`src/rtl/pll.sv`:
```
// Behavioural NCO clock generator with a sticky lock indicator.
// Runs entirely in the clock_in domain.
module pll #(
    parameter int          ACC_W      = 16,
    parameter int unsigned FREQ_WORD  = 32768,
    parameter int          LOCK_EDGES = 4
) (
    input  logic clock_in,
    input  logic reset,
    output logic clock_out,
    output logic locked
);

    if (ACC_W < 4 || ACC_W > 32) begin : g_bad_acc_w
        $error("pll: ACC_W out of range 4..32");
    end

    if (FREQ_WORD < 1 ||
        longint'(FREQ_WORD) > (64'sd1 <<< (ACC_W - 1))) begin : g_bad_freq
        $error("pll: FREQ_WORD out of range 1..2^(ACC_W-1)");
    end

    if (LOCK_EDGES < 1 || LOCK_EDGES > 65535) begin : g_bad_lock
        $error("pll: LOCK_EDGES out of range 1..65535");
    end

    localparam logic [ACC_W-1:0] INC  = ACC_W'(FREQ_WORD);
    localparam logic [15:0]      LAST = 16'(LOCK_EDGES - 1);

    logic [ACC_W-1:0] acc;
    logic             prev_out;
    logic [15:0]      edge_cnt;
    logic             rise;

    assign clock_out = acc[ACC_W-1];
    assign rise      = clock_out & ~prev_out;

    always_ff @(posedge clock_in) begin
        if (reset) begin
            acc      <= '0;
            prev_out <= 1'b0;
            edge_cnt <= '0;
            locked   <= 1'b0;
        end else begin
            acc      <= acc + INC;
            prev_out <= clock_out;
            // counter parks at LAST once the lock edge is seen
            if (rise && !locked) begin
                if (edge_cnt == LAST) begin
                    locked <= 1'b1;
                end else begin
                    edge_cnt <= edge_cnt + 16'd1;
                end
            end
        end
    end

endmodule

```
`config.mk`:
```
export PLATFORM = sky130hd
export DESIGN_NAME = pll
export DESIGN_NICKNAME = d
export VERILOG_FILES = /design/src/rtl/pll.sv
export SDC_FILE = /design/constraint.sdc
export NUM_CORES = 1
export LEC_CHECK = 0
export CAP_MARGIN = 10
export CORE_MARGIN = 5
export CORE_UTILIZATION = 50
export DETAILED_ROUTE_END_ITERATION = 7
export GPL_TIMING_DRIVEN = 0
export PLACE_DENSITY = 0.76
export SETUP_SLACK_MARGIN = 0.05
export SKIP_LAST_GASP = 1
export SYNTH_ARGS = -nofsm -noshare
export SYNTH_HDL_FRONTEND = slang
export SYNTH_SLANG_ARGS = --single-unit
```
`constraint.sdc`:
```
create_clock -name clock_in -period 2.3 [get_ports clock_in]
set_input_delay 0.46 -clock clock_in [delete_from_list [all_inputs] [get_ports clock_in]]
set_output_delay 0.46 -clock clock_in [all_outputs]
set_load 0.05 [all_outputs]
```
==> run summary <==
Htree depth - 1
Final cell count without fillers - 134
Layout fillers - 162
Mapped Area - 883 µm²
Die Wd - 52.0 µm
Final Hold Vio Count - 0
Crit path DAT - 2.28 ns
Worst-margin pin slew - 0.493 ns
Remaining routing DRC violations - 0
Compound-Gate Fraction of Synth Area - 5.81%
Post-Synth Adder-Cell Area - 1.42%
CTS Hold Buffers Added - 0
Setup Skew - 0.0108 ns
Via density - 5.39
Routed met3 length - 54 µm
Distinct cell type count after synthesis - 30
TritonCTS Sinks - 19
Clock Path Buffers - 2
Top FF cell, synth - dfxtp_1
CP Launch Type - flop
CTS tree - built
Max-slew violation count - 0
Die Y - 52.0 µm
Slowest cell on crit path - or3b_1
Max-slew headroom - 67.0%
P&R area growth vs syn - 11.2%
Most frequent cells in the layout - dfxtp_1 (18), nor2_1 (16), nand3_1 (5), xnor2_1 (5), nor2b_1 (5)
Critical path fanouts, max - 8
Global-route usage over all layers - 13.8%
Pre-CTS setup slack - 0.197 ns
CTS clock-pin slew for the worst setup and hold paths - 0.12 ns
Worst path top cell family by delay - simple AND/OR/NAND/NOR gates
Grt ovf - 0
Syn Nets - 105
Largest family of logic cells by synthesized area - simple AND/OR/NAND/NOR gates
Min Tclk post-route - 2.07 ns
Core area - 1710 µm²
Average size of a mapped cell - 8.66 µm²
Wirelength per Cell - 11.7 µm
Sequential standard cell area - 382 µm²
Critical path type - flop to flop
First-pass GRT wire length - 2790 µm
RSZ-0062 raised after global routing - false
Drt pass-1 iters - 4
Fin util - 57.5%
Uppermost layer routed - met4
Yosys warnings - 0
Share of post-route cells with drive strength above 1 - 11.0%
ANT nets after route - 0
Setup Viol. Count Final - 0
Post-Synth Simple-Gate Area - 32.3%
Vias in the first global route - 650
Die footprint - 2710 µm²
Largest net degree at the start of global routing - 13
Critical path buffers and inverters - 2
Number of port buffers - 3
Clk_lat worst skew - 0.30 ns
Critical path, cell by cell - or3b_1 > buf_6 > or2_1 > clkbuf_2 > nor4_1 > mux2_2
Status - finished clean
Post-Synth XOR/XNOR Area - 7.93%
Highest Clock Rate - 483 MHz
Slack of the critical path - 0.228 ns
VDD IR max - 0.000366 V
Setup tns final - 0 ns
Mapped Cells - 102
Post-synth ARST share - 0%
Post-DP HPWL - 1170 µm
Core Rows - 15
Worst EP required - 2.51 ns
Initial Utilization - 51.7%
Most common cell after layout, fill and taps aside - dfxtp_1
DRT Wirelength - 1570 µm
Worst stage delay on the critical path - 0.41 ns
Max-cap violations - 0
DR WL met2 - 713 µm
EDFF count, synth - 0
Final nets - 113
Multiplexer share of the synthesized area - 5.10%
Inst Count DP - 130
Crit share post-route - 90.1%
Diodes inserted - 0
Leak Pwr - 0.317 nW
Yosys reg bits - 19
Clock Tree Root - clkbuf_4
Gp weighted congestion - 0.784
Hold Crit Class - flop to flop
Cell Pwr Density - 558 nW/µm²
Top Ports - 4
Sequential share of the synthesized area - 43.1%
Initial antenna violation count - 0
DRT iter0 DRCs - 11
CP endpoint kind - flop
DR vias - 722
Met1 wire length - 788 µm
Multi-input gate area - 470 µm²
CTS buffer count - 3
metal layers:
metal,track usage (%),vias up
met5,0,-
met3,6.02,2
met1,17.5,342
li1,-,373
met4,2.62,0
met2,21.8,5
cell usage after synthesis (all sizes together), types with 2 or more instances:
cell type / n / area [µm²]
nand3: 5 / 25.0
o31ai: 2 / 15.0
clkbuf: 2 / 8.75
inv: 4 / 15.0
nor2: 16 / 60.1
xnor2: 5 / 43.8
a21oi: 4 / 20.0
nand2: 3 / 11.3
nor4: 5 / 31.3
buf: 2 / 15.0
xor2: 3 / 26.3
nand4: 4 / 25.0
nor2b: 5 / 31.3
mux2: 4 / 45.0
or3: 2 / 12.5
or4: 2 / 15.0
dfxtp: 19 / 380
o21ai: 2 / 10.0
nor3: 4 / 20.0
timing repair:
action	in CTS	in global routing
resized for setup	0	1
setup endpoints to repair	0	1
setup buffers	0	0
flip-flops by register name (all words and copies together) (netlist names):
register	count
locked	1
prev_out	1
edge_cnt	16
acc	1
path summary, 6_finish.rpt:
kind / startpoint / endpoint / slack (ns) / cells past startpoint
setup / recovery: locked$_SDFFE_PP0P_ / edge_cnt[15]$_SDFFE_PP0P_ / 0.23 / 6
setup reg to reg: locked$_SDFFE_PP0P_ / edge_cnt[15]$_SDFFE_PP0P_ / 0.23 / 6
hold / removal: acc[15]$_SDFF_PP0_ / acc[15]$_SDFF_PP0_ / 0.45 / 1
hold reg to reg: acc[15]$_SDFF_PP0_ / acc[15]$_SDFF_PP0_ / 0.45 / 1
cells by family after synthesis:
logic type | Yosys count
flip-flops | 19
AO/OA/AOI/OAI | 9
multiplexers | 4
AND/OR/NAND/NOR | 53
buffers and inverters | 8
adder cells (fa/ha/maj) | 1
XOR/XNOR | 8
report_power, final:
group,switching (mW),leakage [nW],internal [mW]
combinational,0.0213,0.149,0.0150
sequential,0.00469,0.154,0.334
clock,0.106,0.0139,0.0663
metrics by stage:
stage	hold WS [ns]	cell area (µm²)	total power [mW]
6_report	0.453	982	0.548
5_1_grt	0.489	982	0.581
4_1_cts	0.458	976	0.558
3_5_place_dp	0.439	946	0.383
3_3_place_gp	0.427	946	0.382
2_1_floorplan	0.464	885	0.372
final cells by class:
class                           instances  share of cell area (%)
Timing Repair Buffer                    3                    3.06
Multi-Input combinational cell         75                    47.9
Buffer                                  4                    2.42
Tap cell                               25                    3.18
Clock inverter                          1                   0.764
Clock buffer                            3                    2.29
Sequential cell                        19                    38.9
Inverter                                4                    1.53
(Power assumes the default switching activity.)
